$ cat src/rtl/os_sys_arr_ctrl.sv
`default_nettype none
// ============================================================================
// Module   : os_sys_arr_ctrl
// Brief    : Tile sequencer for an output-stationary systolic array. Applies
//            input skew and lane masks, sequences flow/drain, tags results.
// Options  : OS_CTRL_PERF_EN enables the perf_cycles / perf_bubbles counters.
// Revision : 1.0 - initial release
// ============================================================================
module os_sys_arr_ctrl #(
  parameter int ACT_WIDTH    = 8,
  parameter int WGT_WIDTH    = 8,
  parameter int PE_OUT_WIDTH = 32,
  parameter int SYS_ARR_SIZE = 8,
  parameter int K_W          = 16,
  parameter int PE_LAT       = 1,
  parameter int DRAIN_LAT    = 1
) (
  input  logic                                 clk,
  input  logic                                 reset,
  input  logic                                 start,
  input  logic [$clog2(SYS_ARR_SIZE):0]        cfg_m,
  input  logic [$clog2(SYS_ARR_SIZE):0]        cfg_n,
  input  logic [K_W-1:0]                       cfg_k,
  input  logic                                 in_valid,
  output logic                                 in_ready,
  input  logic [ACT_WIDTH*SYS_ARR_SIZE-1:0]    in_act,
  input  logic [WGT_WIDTH*SYS_ARR_SIZE-1:0]    in_wgt,
  output logic                                 sys_reset,
  output logic [2:0]                           operation_signal,
  output logic [ACT_WIDTH*SYS_ARR_SIZE-1:0]    sys_act,
  output logic [WGT_WIDTH*SYS_ARR_SIZE-1:0]    sys_wgt,
  input  logic [PE_OUT_WIDTH*SYS_ARR_SIZE-1:0] sys_result,
  output logic                                 res_valid,
  output logic [$clog2(SYS_ARR_SIZE)-1:0]      res_row,
  output logic [PE_OUT_WIDTH*SYS_ARR_SIZE-1:0] res_data,
  output logic                                 busy,
  output logic                                 done,
  output logic [31:0]                          perf_cycles,
  output logic [31:0]                          perf_bubbles
);

  localparam int S         = SYS_ARR_SIZE;
  localparam int IW        = $clog2(S) + 1;
  localparam int RW        = $clog2(S);
  localparam int FLUSH_CYC = 2 * (S - 1) + PE_LAT;
  localparam int DRAIN_CYC = DRAIN_LAT + S;
  localparam int TW        = $clog2(FLUSH_CYC + DRAIN_CYC + 1);

  typedef enum logic [2:0] {
    ST_IDLE  = 3'd0,
    ST_CLEAR = 3'd1,
    ST_FEED  = 3'd2,
    ST_FLUSH = 3'd3,
    ST_DRAIN = 3'd4,
    ST_DONE  = 3'd5
  } state_t;

  state_t                  r_state;
  state_t                  w_next;
  logic [IW-1:0]           r_m;
  logic [IW-1:0]           r_n;
  logic [K_W-1:0]          r_k;
  logic [K_W-1:0]          r_kcnt;
  logic [TW-1:0]           r_tcnt;
  logic                    w_accept;
  logic                    w_last_slice;
  logic                    w_dwin;
  logic                    w_cap;
  logic [RW-1:0]           w_drow;
  logic [PE_OUT_WIDTH*S-1:0] w_res_masked;
  logic                    r_res_valid;
  logic [RW-1:0]           r_res_row;
  logic [PE_OUT_WIDTH*S-1:0] r_res_data;

  assign w_accept     = (r_state == ST_FEED) && in_valid;
  assign w_last_slice = (r_kcnt == r_k - K_W'(1));

  always_ff @(posedge clk or negedge reset) begin
    if (!reset) r_state <= ST_IDLE;
    else        r_state <= w_next;
  end

  always_comb begin
    w_next           = r_state;
    in_ready         = 1'b0;
    sys_reset        = 1'b0;
    operation_signal = 3'b100;
    busy             = 1'b1;
    done             = 1'b0;
    case (r_state)
      ST_IDLE: begin
        busy = 1'b0;
        if (start) w_next = ST_CLEAR;
      end
      ST_CLEAR: begin
        sys_reset = 1'b1;
        w_next    = (r_k == '0) ? ST_FLUSH : ST_FEED;
      end
      ST_FEED: begin
        in_ready = 1'b1;
        if (in_valid && w_last_slice) w_next = ST_FLUSH;
      end
      ST_FLUSH: begin
        if (r_tcnt == TW'(FLUSH_CYC - 1)) w_next = ST_DRAIN;
      end
      ST_DRAIN: begin
        operation_signal = 3'b110;
        if (r_tcnt == TW'(DRAIN_CYC - 1)) w_next = ST_DONE;
      end
      ST_DONE: begin
        done   = 1'b1;
        w_next = ST_IDLE;
      end
      default: w_next = ST_IDLE;
    endcase
  end

  // r_tcnt restarts on every state change, so it is the cycle index within FLUSH/DRAIN
  always_ff @(posedge clk or negedge reset) begin
    if (!reset) begin
      r_m    <= '0;
      r_n    <= '0;
      r_k    <= '0;
      r_kcnt <= '0;
      r_tcnt <= '0;
    end else begin
      if (r_state == ST_IDLE && start) begin
        r_m <= cfg_m;
        r_n <= cfg_n;
        r_k <= cfg_k;
      end
      if (r_state == ST_CLEAR) r_kcnt <= '0;
      else if (w_accept)       r_kcnt <= r_kcnt + K_W'(1);
      r_tcnt <= (w_next != r_state) ? '0 : r_tcnt + TW'(1);
    end
  end

  genvar gi;
  generate
    for (gi = 0; gi < S; gi++) begin : g_lane
      logic [ACT_WIDTH-1:0] r_act_sk [0:gi];
      logic [WGT_WIDTH-1:0] r_wgt_sk [0:gi];
      logic                 w_act_en;
      logic                 w_wgt_en;

      // Bubbles, non-FEED cycles and masked lanes all inject zero
      assign w_act_en = w_accept && (IW'(gi) < r_m);
      assign w_wgt_en = w_accept && (IW'(gi) < r_n);

      always_ff @(posedge clk or negedge reset) begin
        if (!reset) begin
          for (int p = 0; p <= gi; p++) begin
            r_act_sk[p] <= '0;
            r_wgt_sk[p] <= '0;
          end
        end else begin
          r_act_sk[0] <= w_act_en ? in_act[gi*ACT_WIDTH +: ACT_WIDTH] : '0;
          r_wgt_sk[0] <= w_wgt_en ? in_wgt[gi*WGT_WIDTH +: WGT_WIDTH] : '0;
          for (int p = 1; p <= gi; p++) begin
            r_act_sk[p] <= r_act_sk[p-1];
            r_wgt_sk[p] <= r_wgt_sk[p-1];
          end
        end
      end

      assign sys_act[gi*ACT_WIDTH +: ACT_WIDTH] = r_act_sk[gi];
      assign sys_wgt[gi*WGT_WIDTH +: WGT_WIDTH] = r_wgt_sk[gi];
    end

    for (gi = 0; gi < S; gi++) begin : g_col
      assign w_res_masked[gi*PE_OUT_WIDTH +: PE_OUT_WIDTH] =
        (IW'(gi) < r_n) ? sys_result[gi*PE_OUT_WIDTH +: PE_OUT_WIDTH] : '0;
    end
  endgenerate

  // Drain cycle d presents row S-1-(d-DRAIN_LAT)
  assign w_dwin = (r_state == ST_DRAIN) && (r_tcnt >= TW'(DRAIN_LAT)) &&
                  (r_tcnt < TW'(DRAIN_CYC));
  assign w_drow = RW'(TW'(S - 1 + DRAIN_LAT) - r_tcnt);
  assign w_cap  = w_dwin && ({1'b0, w_drow} < r_m);

  always_ff @(posedge clk or negedge reset) begin
    if (!reset) begin
      r_res_valid <= 1'b0;
      r_res_row   <= '0;
      r_res_data  <= '0;
    end else begin
      r_res_valid <= w_cap;
      if (w_cap) begin
        r_res_row  <= w_drow;
        r_res_data <= w_res_masked;
      end
    end
  end

  assign res_valid = r_res_valid;
  assign res_row   = r_res_row;
  assign res_data  = r_res_data;

`ifdef OS_CTRL_PERF_EN
  logic [31:0] r_perf_cyc;
  logic [31:0] r_perf_bub;

  always_ff @(posedge clk or negedge reset) begin
    if (!reset) begin
      r_perf_cyc <= '0;
      r_perf_bub <= '0;
    end else if (r_state == ST_IDLE && start) begin
      r_perf_cyc <= '0;
      r_perf_bub <= '0;
    end else begin
      if (r_state != ST_IDLE && r_perf_cyc != '1)
        r_perf_cyc <= r_perf_cyc + 32'd1;
      if (r_state == ST_FEED && !in_valid && r_perf_bub != '1)
        r_perf_bub <= r_perf_bub + 32'd1;
    end
  end

  assign perf_cycles  = r_perf_cyc;
  assign perf_bubbles = r_perf_bub;
`else
  assign perf_cycles  = '0;
  assign perf_bubbles = '0;
`endif

endmodule
`default_nettype wire
$ cat config.mk
export PLATFORM = sky130hd
export DESIGN_NAME = os_sys_arr_ctrl
export DESIGN_NICKNAME = d
export VERILOG_FILES = /design/src/rtl/os_sys_arr_ctrl.sv
export SDC_FILE = /design/constraint.sdc
export NUM_CORES = 1
export LEC_CHECK = 0
export ABC_AREA = 1
export BUFFER_PORTS_ARGS = -buffer_cell sky130_fd_sc_hd__buf_2
export CAP_MARGIN = 20
export CORE_UTILIZATION = 25
export DETAILED_ROUTE_END_ITERATION = 10
export GPL_ROUTABILITY_DRIVEN = 0
export PLACE_DENSITY = 0.55
export SLEW_MARGIN = 0
export SYNTH_ARGS = -nofsm -noshare
export SYNTH_HDL_FRONTEND = slang
export SYNTH_SLANG_ARGS = --single-unit
export TNS_END_PERCENT = 50
$ cat constraint.sdc
create_clock -name clk -period 5.6 [get_ports clk]
set_input_delay 0.56 -clock clk [delete_from_list [all_inputs] [get_ports clk]]
set_output_delay 0.56 -clock clk [all_outputs]
set_load 0.01 [all_outputs]
# After elaboration in Yosys (flattened, before gate mapping)
# Index checks and enable logic that the tools add are counted.
# op_classes
reduce_logical,25
addsub,4
n_lt_le_gt_ge,19
eq_ne,9
muxes,38
# op_table
operator,count
2-to-1 mux 32 bit,8
2-to-1 mux 8 bit,16
"< comparator 3 x 4 -> 1 bit, first input constant",8
2-to-1 mux 16 bit,2
logical AND 1 bit,22
"adder 16 x 1 -> 16 bit, second input constant",1
equality test 16 bit,1
zero test 16 bit,1
"< comparator 1 x 4 -> 1 bit, first input constant",4
"< comparator 2 x 4 -> 1 bit, first input constant",4
"subtractor 16 x 1 -> 16 bit, second input constant",1
case mux 3 bit (5 select lines),1
2-to-1 mux 3 bit,4
"equality test 5 x 4 -> 1 bit, second input constant",2
"equality test 3 x 2 -> 1 bit, second input constant",2
"equality test 3 bit, second input constant",2
"adder 5 x 1 -> 5 bit, second input constant",1
">= comparator 5 x 1 -> 1 bit, second input constant",1
"< comparator 5 x 4 -> 1 bit, second input constant",1
2-to-1 mux 1 bit,5
2-to-1 mux 5 bit,1
< comparator 3 x 4 -> 1 bit,1
"equality test 3 x 1 -> 1 bit, second input constant",1
zero test 3 bit,1
4 further kinds,4
# totals
output_inout_bits,459
register_bits,884
input_bits,412
elab_cells,176

# Depth between registers and ports, before layout
# Gate-level depths: netlist (run 1).
# depth
ltp_word,7
ltp_mapped,15
ltp_nobuf,15

# Worst setup path after synthesis (run 1)
# No wires, ideal clock.
# synth_timing
path_kind,flip-flop to flip-flop
from,register r_tcnt[0]
to,"register r_res_data[166], in the netlist res_data[166]"
arrival_ps,2164
slack_ps,3318
period_less_slack_ps,2282
path_buffers,2
required_ps,5482
setup_time_ps,118
stages_incl_launch_ff,13
cell_sequence,dfrtp_1 -> inv_1 -> ha_1 -> xnor2_1 -> ha_1 -> inv_1 -> nor2_1 -> a221oi_2 -> inv_2 -> clkbuf_1 -> buf_2 -> nand2_1 -> nand2_1
# synth_via
word_cells_on_any_way,7
classes_between,1 x add/sub; 3 x order compare; 3 x reduce/logical
# synth_rtl
item,line_no,text
"start, declared",64,logic [TW-1:0] r_tcnt;
"start signal, assigned",134,r_tcnt <= (w_next != r_state) ? '0 : r_tcnt + TW'(1);
subtractor 1 x 3 -> 3 bit,179,assign w_drow = RW'(TW'(S - 1 + DRAIN_LAT) - r_tcnt);
via w_drow[2],69,logic [RW-1:0] w_drow;
< comparator 3 x 4 -> 1 bit,180,"assign w_cap = w_dwin && ({1'b0, w_drow} < r_m);"
logical AND 1 bit,180,
"end signal, assigned",191,r_res_data <= w_res_masked;
"end, declared",73,logic [PE_OUT_WIDTH*S-1:0] r_res_data;
# The timed path passes the listed nets, and every way through them passes these cells.
# A chain may end at the register's enable or synchronous reset.

# Final worst setup path (run 1)
# layout_timing
from,register r_tcnt[0]
to,"register r_res_data[20], in the netlist res_data[20]"
# The elaborated chain is that of the path after synthesis.

==> results by group, run 1 <==
Synthesis
  – Synth Area in Simple Gates: 15.5%
  – Synth Area in Compound Gates: 0.987%
  – Cell Area, Synth: 29900 um2
  – Sequential-to-total area share from yosys stat: 74.0%
  – Synth cell types: 30
  – Post-synthesis mux area share: 0.339%
  – Adder-Cell Fraction of Synth Area: 0.335%
  – Number of synthesized register bits: 884
  – Syn Inst Count: 2562
  – Average cell area after synthesis: 11.7 um2
  – Synthesis Warnings: 0
  – Post-synthesis xor/xnor area fraction: 0.703%
  – Main combinational cell family by area after synthesis: simple AND/OR/NAND/NOR gates

Setup path
  – Crit end category: register
  – Critical-path top delay cell: buf_4
  – CP Launch Type: register
  – Worst Path Max Fanout: 160
  – Setup CP Type: reg -> reg
  – Highest cell delay on the worst timing path: 0.64 ns
  – Critical Path RT: 6.18 ns
  – Crit path DAT: 3.84 ns
  – Critical-path cell list: inv_1 -> ha_1 -> xnor2_1 -> ha_1 -> inv_1 -> nor2_1 -> a221oi_4 -> inv_8 -> buf_4 -> nand2_1 -> nand2_1

Drt
  – Routed wire length: 95000 um
  – DRC viols: 0
  – Vias: 20200
  – Wire per inst: 19.1 um
  – Starting DRT DRC Count: 1801
  – TritonRoute pass-1 iters: 5
  – DR vias/cell: 4.06
  – Final ANT Viol Nets: 0

Run status
  – Status: finished clean

STA
  – Tcrit/Tclk final: 58.4%
  – Min cycle time layout: 3.27 ns
  – Hold slack final: 0.106 ns
  – Worst-Margin Slew: 1.10 ns
  – Final TNS setup: 0 ns
  – Fin. max-slew vios: 0
  – RSZ-0062 raised after global routing: no
  – Slew margin rel.: 26.5%
  – Top achievable clock speed: 306 MHz
  – Final hold vios: 0
  – Skew final: 0.0381 ns
  – Setup violators final: 0

Die
  – Std-Cell Rows: 126
  – Core area: 118000 um2
  – Die W: 348 um
  – IO Count: 871
  – Die Ht: 348 um
  – Initial Util: 25.3%
  – Die ar.: 121000 um2

CTS
  – Skew-Pair Late Insertion Delay: 0.67 ns
  – Root buf cell: clkbuf_16
  – Num Clock Sinks: 884
  – H-tree depth: 3
  – CTS max path bufs: 3
  – CTS tree: built
  – Post-CTS sizing: 0
  – TritonCTS buffer count: 95
  – CTS clk-pin slew, worst paths: 0.06 ns

Cells and area
  – Fin nets: 3709
  – Layout cells sized above 1: 30.0%
  – Area Overhead vs Synth: 27.7%
  – Final non-filler cell total: 4978
  – Finished Core Util: 32.3%

Global routing
  – Gr ovfl total: 0
  – Largest net degree at the start of global routing: 194
  – GRT Overall Usage: 15.5%
  – Antenna violations before repair: 45
  – Vias in the first global route: 19900
  – First-pass GRT wire length: 136000 um

Worst hold path
  – Hold WC Path Type: in -> reg

Placed design
  – Port buffer count: 804
  – DP Wirelength: 69600 um
  – Dpl cells: 4789

Pwr
  – Leakage power total: 19.1 nW
  – Power Density: 362 nW/um2
  – Worst vdd ir: 0.000236 V

Flow run
  – Max-cap check violation count: 0
## per-layer routing
metal	global-route usage (%)	vias up	share of wire, %
met2	23.0	867	45
li1	-	9161	-
met4	7.42	24	4.1
met3	6.86	211	11
met1	19.1	9964	40
met5	0	-	0.16
## stage by stage
step	setup slack, ns	power [mW]	area [um2]
after floorplan	3.32	7.08	30200
after global placement	2.35	7.41	34800
after detailed placement	2.31	7.43	34800
after CTS	2.28	14.1	38100
after global routing	2.03	14.4	38200
final	2.33	13.8	38200
## worst paths after layout
| path | startpoint | to | slack (ns) | depth (start not counted) |
|---|---|---|---|---|
| min reg2reg | g_lane[6].r_wgt_sk[31] | g_lane[6].r_wgt_sk[23] | 0.32 | 0 |
| max reg2reg | r_tcnt[0] | res_data[20] | 2.33 | 11 |
| max | r_tcnt[0] | res_data[20] | 2.33 | 11 |
| min in group asynchronous | reset | res_data[250] | 0.47 | 2 |
| min | in_wgt[59] | g_lane[7].r_wgt_sk[59] | 0.11 | 3 |
| max in group asynchronous | reset | g_lane[7].r_act_sk[61] | 3.55 | 3 |
## critical path: cells and delay by family (launching register included)
| kind | cells | cell delay, ns |
|---|---|---|
| adder cells (fa/ha/maj) | 2 | 0.52 |
| AND/OR/NAND/NOR | 3 | 0.37 |
| AO/OA/AOI/OAI | 1 | 0.14 |
| buffers and inverters | 4 | 1.38 |
| XOR/XNOR | 1 | 0.16 |
| flip-flops | 1 | 0.42 |
## logic make-up after synthesis
group           Yosys count
compound gates           53
xor+xnor                 24
fa+ha+maj                 8
buf+inv                 459
flops                   884
mux                       9
other cells               2
simple gates           1123
## power by group
part           internal (mW)  total [mW]  switching (mW)
clock                   3.94        6.54            2.61
combinational          0.200       0.578           0.378
sequential              6.63        6.71          0.0804
total                   10.8        13.8            3.06
## registers in the layout, summed over array words and instances, names as in the netlist
signal / count
res_row: 3
r_tcnt: 5
r_k: 16
sys_wgt: 56
g_lane.r_wgt_sk: 232
res_valid: 1
r_state: 3
g_lane.r_act_sk: 232
res_data: 256
sys_act: 56
r_n: 4
r_kcnt: 16
r_m: 4
## cells in the mapped netlist, drive strengths merged
cell type / count / area [um2]
dfrtp: 884 / 22100
nand2: 616 / 2310
nand3: 282 / 1410
buf: 225 / 1570
nor2: 198 / 746
inv: 191 / 717
clkbuf: 42 / 158
a21oi: 27 / 139
o21ai: 17 / 85.1
xor2: 16 / 140
nor3: 11 / 55.1
mux2: 9 / 101
ha: 8 / 100
nand4: 8 / 50.1
xnor2: 8 / 70.1
nor4: 4 / 25.0
o31ai: 4 / 30.0
a31oi: 3 / 18.8
nand3b: 3 / 22.5
conb: 2 / 7.51
a221oi: 1 / 15.0
clkinv: 1 / 3.75
o21a: 1 / 7.51
or2: 1 / 6.26
## cell type report
cell class | count | area [um2]
fill | 12000 | 80200
sequential | 884 | 22100
multi-input combinational | 1283 | 5640
timing repair buffer | 833 | 4360
clock buffer | 132 | 2740
tap | 1600 | 2000
inverter | 192 | 728
clock inverter | 40 | 567
antenna | 14 | 35.0
## layout by cell type, fill, tap and decap left out, drive strengths merged
cell type	Yosys	layout
a21oi	27	27
a221oi	1	1
a31oi	3	3
buf	225	832
bufinv	0	11
clkbuf	42	132
clkinv	1	19
clkinvlp	0	6
conb	2	66
dfrtp	884	884
diode	0	14
dlygate4sd3	0	1
ha	8	8
inv	191	196
mux2	9	9
nand2	616	616
nand3	282	282
nand3b	3	3
nand4	8	8
nor2	198	198
nor3	11	11
nor4	4	4
o21a	1	1
o21ai	17	17
o31ai	4	4
or2	1	1
xnor2	8	8
xor2	16	16
## what timing repair did
action,4_1_cts,5_1_grt
hold endpoints to repair,60,0
buffers inserted,0,0
setup endpoints to repair,0,0
hold buffers,1,0
(Power assumes the default switching activity.)
==> run 2, diff against run 1 <==
--- a/config.mk
+++ b/config.mk
@@ -11,7 +11,7 @@
 export CORE_UTILIZATION = 25
 export DETAILED_ROUTE_END_ITERATION = 10
 export GPL_ROUTABILITY_DRIVEN = 0
-export PLACE_DENSITY = 0.55
+export PLACE_DENSITY = 0.57
 export SLEW_MARGIN = 0
 export SYNTH_ARGS = -nofsm -noshare
 export SYNTH_HDL_FRONTEND = slang
==> constraint.sdc (replaced) <==
create_clock -name clk -period 2.6 [get_ports clk]
set_input_delay 0.26 -clock clk [delete_from_list [all_inputs] [get_ports clk]]
set_output_delay 0.26 -clock clk [all_outputs]
set_load 0.01 [all_outputs]
==> results by group, run 2 (synthesis gave the netlist of run 1 again) <==
Cells and area
  – Most frequent cells in the layout: dfrtp_1, buf_2, nand2_1, dlygate4sd3_1, nand3_1 (was dfrtp_1, buf_2, nand2_1, nand3_1, nor2_1)
  – Fin nets: 4181 (was 3709)
  – Final non-filler cell total: 5453 (was 4978)
  – Multi-input gate area in the final layout: 5660 um2 (was 5640 um2)
  – Number of fillers in the final layout: 11500 (was 12000)
  – Post-layout instance area: 43100 um2 (was 38200 um2)
  – Area Overhead vs Synth: 44.0% (was 27.7%)
  – Finished Core Util: 36.4% (was 32.3%)
  – Commonest non-fill, non-tap cell in the layout: dfrtp_1 (unchanged)
  – Layout cells sized above 1: 27.9% (was 30.0%)
  – Register area: 22100 um2 (unchanged)
  – Max reg flops: 256 (unchanged)

Drt
  – Routed wire length: 98900 um (was 95000 um)
  – DRC viols: 0 (unchanged)
  – Wire per inst: 18.1 um (was 19.1 um)
  – Final ANT Viol Nets: 0 (unchanged)
  – Vias: 22100 (was 20200)
  – DR vias/cell: 4.04 (was 4.06)
  – TritonRoute pass-1 iters: 6 (was 5)
  – Starting DRT DRC Count: 1512 (was 1801)

Pwr
  – Clock share of power: 46.9% (was 47.3%)
  – Combinational share of power: 6.0% (was 4.2%)
  – Worst vdd ir: 0.000518 V (was 0.000236 V)
  – Switching part of the total: 22.4% (was 22.2%)
  – Leakage power total: 21.3 nW (was 19.1 nW)
  – Power Density: 712 nW/um2 (was 362 nW/um2)
  – Fraction of power consumed by sequential logic: 47.1% (was 48.5%)
  – Psw: 6.87 mW (was 3.06 mW)
  – Cell Int Power: 23.8 mW (was 10.8 mW)

Placed design
  – Pre-CTS setup slack: 0.0797 ns (was 2.31 ns)
  – Dpl cells: 4851 (was 4789)
  – Placed inst area: 35500 um2 (was 34800 um2)
  – Port buffer count: 804 (unchanged)
  – DP Wirelength: 71600 um (was 69600 um)

Global routing
  – M2 GR Usage: 25.9% (was 23.0%)
  – Vias in the first global route: 22700 (was 19900)
  – Antenna violations before repair: 30 (was 45)
  – GRT Overall Usage: 16.1% (was 15.5%)
  – First-pass GRT wire length: 145000 um (was 136000 um)
  – Global routing's busiest layer: met2 (unchanged)
  – GR Util met1: 19.8% (was 19.1%)
  – Gr ovfl total: 0 (unchanged)
  – Routing usage on met3: 5.76% (was 6.86%)
  – Largest net degree at the start of global routing: 105 (was 194)

STA
  – Top achievable clock speed: 406 MHz (was 306 MHz)
  – Slew margin rel.: 28.5% (was 26.5%)
  – Fin. max-slew vios: 0 (unchanged)
  – Worst-Margin Slew: 1.07 ns (was 1.10 ns)
  – Final worst slack: 0.137 ns (was 2.33 ns)
  – Setup violators final: 0 (unchanged)
  – Final TNS setup: 0 ns (unchanged)
  – RSZ-0062 raised after global routing: no (unchanged)
  – Final hold vios: 0 (unchanged)
  – Min cycle time layout: 2.46 ns (was 3.27 ns)
  – Tcrit/Tclk final: 94.7% (was 58.4%)
  – Skew final: 0.0451 ns (was 0.0381 ns)

Setup path
  – Worst Path Max Fanout: 25 (was 160)
  – Critical Path RT: 3.22 ns (was 6.18 ns)
  – Crit end category: register (unchanged)
  – Worst R2R Path Depth: 11 (unchanged)
  – Crit path DAT: 3.08 ns (was 3.84 ns)
  – CP Launch Type: register (unchanged)
  – Setup CP Type: reg -> reg (unchanged)

Die
  – Die Ht: 348 um (unchanged)
  – Std-Cell Rows: 126 (unchanged)
  – Die W: 348 um (unchanged)
  – IO Count: 871 (unchanged)
  – Die ar.: 121000 um2 (unchanged)
  – Initial Util: 25.3% (unchanged)
  – Core area: 118000 um2 (unchanged)

Run status
  – Status: finished clean (unchanged)

CTS
  – CTS clk-pin slew, worst paths: 0.06 ns (about the same)
  – TritonCTS buffer count: 95 (unchanged)
  – Root buf cell: clkbuf_16 (unchanged)
  – Skew-Pair Late Insertion Delay: 0.69 ns (was 0.67 ns)
  – CTS max path bufs: 3 (unchanged)
  – CTS tree: built (unchanged)
  – Num Clock Sinks: 884 (unchanged)
  – H-tree depth: 3 (unchanged)

Worst hold path
  – Hold WC Path Type: in -> async (was in -> reg)

Flow run
  – Max-cap check violation count: 0 (unchanged)
[run 2: cell count changes in the layout (fill, tap and decap cells not counted), sizes merged, moves of 2 or more]
| cell | delta |
|---|---|
| buf | +63 |
| diode | +3 |
| dlygate4sd3 | +407 |
| clkinvlp | -3 |
| inv | +2 |
| bufinv | +4 |
[run 2: repair_timing]
| item | in CTS | in global routing |
|---|---|---|
| hold endpoints to repair | 694 | 0 |
| setup endpoints to repair | 0 | 251 |
| hold buffers | 408 | 0 |
| gates resized for setup | 0 | 6 |
| setup buffers | 0 | 3 |
[run 2: layout make-up]
cell class / instances / area share [%]
clock inverters: 43 / 1.68
flip-flops and latches: 884 / 51.3
diodes: 17 / 0.0987
multi-input cells: 1283 / 13.1
repair buffers: 1305 / 21.3
clock buffers: 129 / 6.12
well taps: 1600 / 4.65
inverters: 192 / 1.70
[run 2: final timing paths]
kind | startpoint | endpoint | slack (ns)
worst max-delay path | r_tcnt[1] | res_data[133] | 0.14
worst min-delay path | reset | res_data[243] | 0.09
worst max register to register | r_tcnt[1] | res_data[133] | 0.14
worst min register to register | g_lane[4].r_wgt_sk[38] | g_lane[4].r_wgt_sk[30] | 0.33
max in group asynchronous | reset | res_data[196] | 1.37
min in group clk | sys_result[50] | res_data[50] | 0.12
[run 2: power groups by stage]
stage          clock network [mW]  registers [mW]  logic, mW
2_1_floorplan                   0            14.7      0.592
3_3_place_gp                    0            14.7       1.32
3_5_place_dp                    0            14.7       1.33
4_1_cts                      14.8            14.5       1.88
5_1_grt                      15.4            14.5       2.05
6_report                     14.4            14.5       1.85
[run 2: worst max-delay path: stages (launching register included)]
cell and delay (ns):
dfrtp_1 0.38, inv_1 0.09, ha_1 0.30, ha_1 0.28, o21ai_0 0.07, nand2_1 0.11, a221oi_4 0.32, buf_12 0.20
buf_16 0.19, buf_12 0.19, nand3_1 0.15, nand2_1 0.10
[run 2: stage by stage]
stage / total power [mW] / hold slack, ns
after floorplan: 15.3 / -0.0356
final: 30.7 / 0.0898
after global routing: 31.9 / 0.103
after global placement: 16.0 / 0.207
after detailed placement: 16.0 / 0.216
after CTS: 31.2 / 0.0421
[run 2: metal layers]
layer / vias to the layer above / share of wire, %
li1: 10100 / -
met1: 10800 / 41
met2: 945 / 47
met3: 207 / 9.2
met4: 16 / 2.9
met5: - / 0.094
==> run 3, diff against run 2 <==
--- a/config.mk
+++ b/config.mk
@@ -11,7 +11,8 @@
 export CORE_UTILIZATION = 25
 export DETAILED_ROUTE_END_ITERATION = 10
 export GPL_ROUTABILITY_DRIVEN = 0
-export PLACE_DENSITY = 0.57
+export MAX_ROUTING_LAYER = met4
+export PLACE_DENSITY_LB_ADDON = 0.08
 export SLEW_MARGIN = 0
 export SYNTH_ARGS = -nofsm -noshare
 export SYNTH_HDL_FRONTEND = slang
==> constraint.sdc (replaced) <==
create_clock -name clk -period 2.25 [get_ports clk]
set_input_delay 0.225 -clock clk [delete_from_list [all_inputs] [get_ports clk]]
set_output_delay 0.225 -clock clk [all_outputs]
set_load 0.01 [all_outputs]
==> results by group, run 3 (synthesis gave the netlist of run 1 again) <==
Setup path
  – R2R Setup Slk: -0.04 ns (was 0.14 ns)
  – Setup CP Type: reg -> reg (unchanged)
  – Highest cell delay on the worst timing path: 0.39 ns (was 0.38 ns)
  – Crit path DAT: 2.83 ns (was 3.08 ns)
  – CP Launch Type: register (unchanged)
  – WP buf/inv: 7 (was 4)
  – Worst r2r src: r_tcnt[1] (unchanged)
  – Critical-path cell list: inv_2 -> ha_4 -> xnor2_4 -> ha_4 -> inv_2 -> nor2_2 -> a221oi_4 -> buf_12 -> buf_12 -> clkinv_16 -> buf_16 -> clkbuf_16 -> nand2_2 -> nand2_1 (was inv_1 -> ha_1 -> ha_1 -> o21ai_0 -> nand2_1 -> a221oi_4 -> buf_12 -> buf_16 -> buf_12 -> nand3_1 -> nand2_1)
  – Cell family with most CP delay: buffers and inverters (unchanged)
  – Critical-path top delay cell: dfrtp_1 (unchanged)
  – Critical Path RT: 2.79 ns (was 3.22 ns)
  – Worst Path Max Fanout: 6 (was 25)
  – Crit end category: register (unchanged)
  – RR Endpoint: res_data[89] (was res_data[133])
  – Worst R2R Path Depth: 14 (was 11)

CTS
  – CTS max path bufs: 3 (unchanged)
  – H-tree depth: 3 (unchanged)
  – CTS clk-pin slew, worst paths: 0.06 ns (about the same)
  – Num Clock Sinks: 884 (unchanged)
  – Root buf cell: clkbuf_16 (unchanged)
  – CTS tree: built (unchanged)
  – Skew-Pair Late Insertion Delay: 0.68 ns (was 0.69 ns)
  – TritonCTS buffer count: 99 (was 95)

Global routing
  – Antenna violations before repair: 15 (was 30)
  – First-pass GRT wire length: 143000 um (was 145000 um)
  – Largest net degree at the start of global routing: 119 (was 105)
  – GRT Overall Usage: 16.0% (was 16.1%)
  – Vias in the first global route: 23400 (was 22700)
  – Gr ovfl total: 0 (unchanged)

Cells and area
  – Fin nets: 4245 (was 4181)
  – Commonest non-fill, non-tap cell in the layout: dfrtp_1 (unchanged)
  – Area Overhead vs Synth: 50.0% (was 44.0%)
  – Final non-filler cell total: 5511 (was 5453)
  – Max reg flops: 256 (unchanged)
  – Finished Core Util: 37.9% (was 36.4%)
  – Post-layout instance area: 44900 um2 (was 43100 um2)
  – Register area: 22100 um2 (about the same)
  – Number of fillers in the final layout: 11800 (was 11500)
  – Multi-input gate area in the final layout: 6230 um2 (was 5660 um2)
  – Layout cells sized above 1: 32.2% (was 27.9%)
  – Most frequent cells in the layout: dfrtp_1, buf_2, nand2_1, dlygate4sd3_1, nand3_1 (unchanged)

Pwr
  – Psw: 7.92 mW (was 6.87 mW)
  – Switching part of the total: 22.6% (was 22.4%)
  – Combinational share of power: 6.2% (was 6.0%)
  – Cell Int Power: 27.1 mW (was 23.8 mW)
  – Fraction of power consumed by sequential logic: 47.7% (was 47.1%)
  – Power Density: 781 nW/um2 (was 712 nW/um2)
  – Pwr Total: 35.0 mW (was 30.7 mW)
  – Worst vdd ir: 0.000545 V (was 0.000518 V)
  – Clock share of power: 46.1% (was 46.9%)
  – Leakage power total: 21.9 nW (was 21.3 nW)

Run status
  – Failing checks: setup timing
  – Status: finished, violations left (was finished clean)

STA
  – Skew final: 0.0397 ns (was 0.0451 ns)
  – Top achievable clock speed: 437 MHz (was 406 MHz)
  – Setup violators final: 48 (was 0)
  – Hold slack final: 0.0382 ns (was 0.0898 ns)
  – Final TNS setup: -0.888 ns (was 0 ns)
  – RSZ-0062 raised after global routing: yes (was no)
  – Final hold vios: 0 (unchanged)
  – Fin. max-slew vios: 0 (unchanged)
  – Final worst slack: -0.0405 ns (was 0.137 ns)
  – Slew margin rel.: 54.0% (was 28.5%)
  – Worst-Margin Slew: 0.690 ns (was 1.07 ns)
  – Tcrit/Tclk final: 102% (was 94.7%)
  – Min cycle time layout: 2.29 ns (was 2.46 ns)

Die
  – Die ar.: 121000 um2 (unchanged)
  – Die W: 348 um (unchanged)
  – Initial Util: 25.3% (unchanged)
  – Die Ht: 348 um (unchanged)
  – Std-Cell Rows: 126 (unchanged)
  – IO Count: 871 (unchanged)
  – Core area: 118000 um2 (unchanged)

Worst hold path
  – Hold Path Cell Cnt: 4
  – Hold Crit Start: in_valid
  – Hold WC Path Type: in -> reg (was in -> async)
  – Worst hold endpoint: r_kcnt[2]

Placed design
  – Port buffer count: 804 (unchanged)
  – Placed inst area: 35600 um2 (was 35500 um2)
  – Pre-CTS setup slack: -0.207 ns (was 0.0797 ns)
  – DP Wirelength: 69400 um (was 71600 um)
  – Dpl cells: 4861 (was 4851)

Flow run
  – Max-cap check violation count: 0 (unchanged)

Drt
  – Routed wire length: 99200 um (was 98900 um)
  – Starting DRT DRC Count: 1133 (was 1512)
  – Vias: 22100 (about the same)
  – DR vias/cell: 4.01 (was 4.04)
  – Wire per inst: 18.0 um (was 18.1 um)
  – TritonRoute pass-1 iters: 5 (was 6)
  – DRC viols: 0 (unchanged)
  – Final ANT Viol Nets: 0 (unchanged)
-- run 3: what timing repair did --
item	CTS	global route
hold buffers	411	0
setup buffers	11	7
setup endpoints to repair	223	289
gates cloned	5	33
pin swaps	4	59
resized for setup	33	197
endpoints found under the hold margin	829	0
-- run 3: routing by layer --
| metal | share of wire [%] | up-vias | GRT usage (%) |
|---|---|---|---|
| met1 | 41 | 11000 | 18.9 |
| met4 | 3.2 | 0 | 5.83 |
| met5 | 0 | - | - |
| met3 | 6.3 | 172 | 3.96 |
| met2 | 50 | 723 | 26.4 |
| li1 | - | 10300 | - |
-- run 3: final cells by class --
cell class / instances / share of cell area, %
clock buffers: 143 / 6.27
repair buffers: 1363 / 23.2
inverters: 192 / 1.66
multi-input cells: 1283 / 13.9
well taps: 1600 / 4.46
repair inverters: 2 / 0.0809
clock inverters: 30 / 1.03
diodes: 14 / 0.0781
flip-flops and latches: 884 / 49.3
-- run 3: worst max-delay path by stage --
stage,startpoint,cells after the start,endpoint,slack (ns)
floorplan,r_tcnt[0],12,res_data[166],-0.006
global placement,r_tcnt[0],11,res_data[31],-0.20
detailed placement,r_tcnt[0],12,res_data[31],-0.21
CTS,r_tcnt[0],14,res_data[122],-0.08
global route,r_tcnt[1],14,res_data[228],-0.12
finish,r_tcnt[1],14,res_data[89],-0.04
-- run 3: power groups by stage --
stage / sequential [mW] / combinational, mW / clock, mW
2_1_floorplan: 16.9 / 0.684 / 0
3_3_place_gp: 17.0 / 1.57 / 0
3_5_place_dp: 17.0 / 1.60 / 0
4_1_cts: 16.7 / 2.21 / 16.8
5_1_grt: 16.8 / 2.41 / 17.5
6_report: 16.7 / 2.17 / 16.2
-- run 3: tightest hold or removal path: stages --
cell     delay, ns
buf_2         0.12
nand2_4       0.14
nor3_2        0.07
nor2_1        0.10
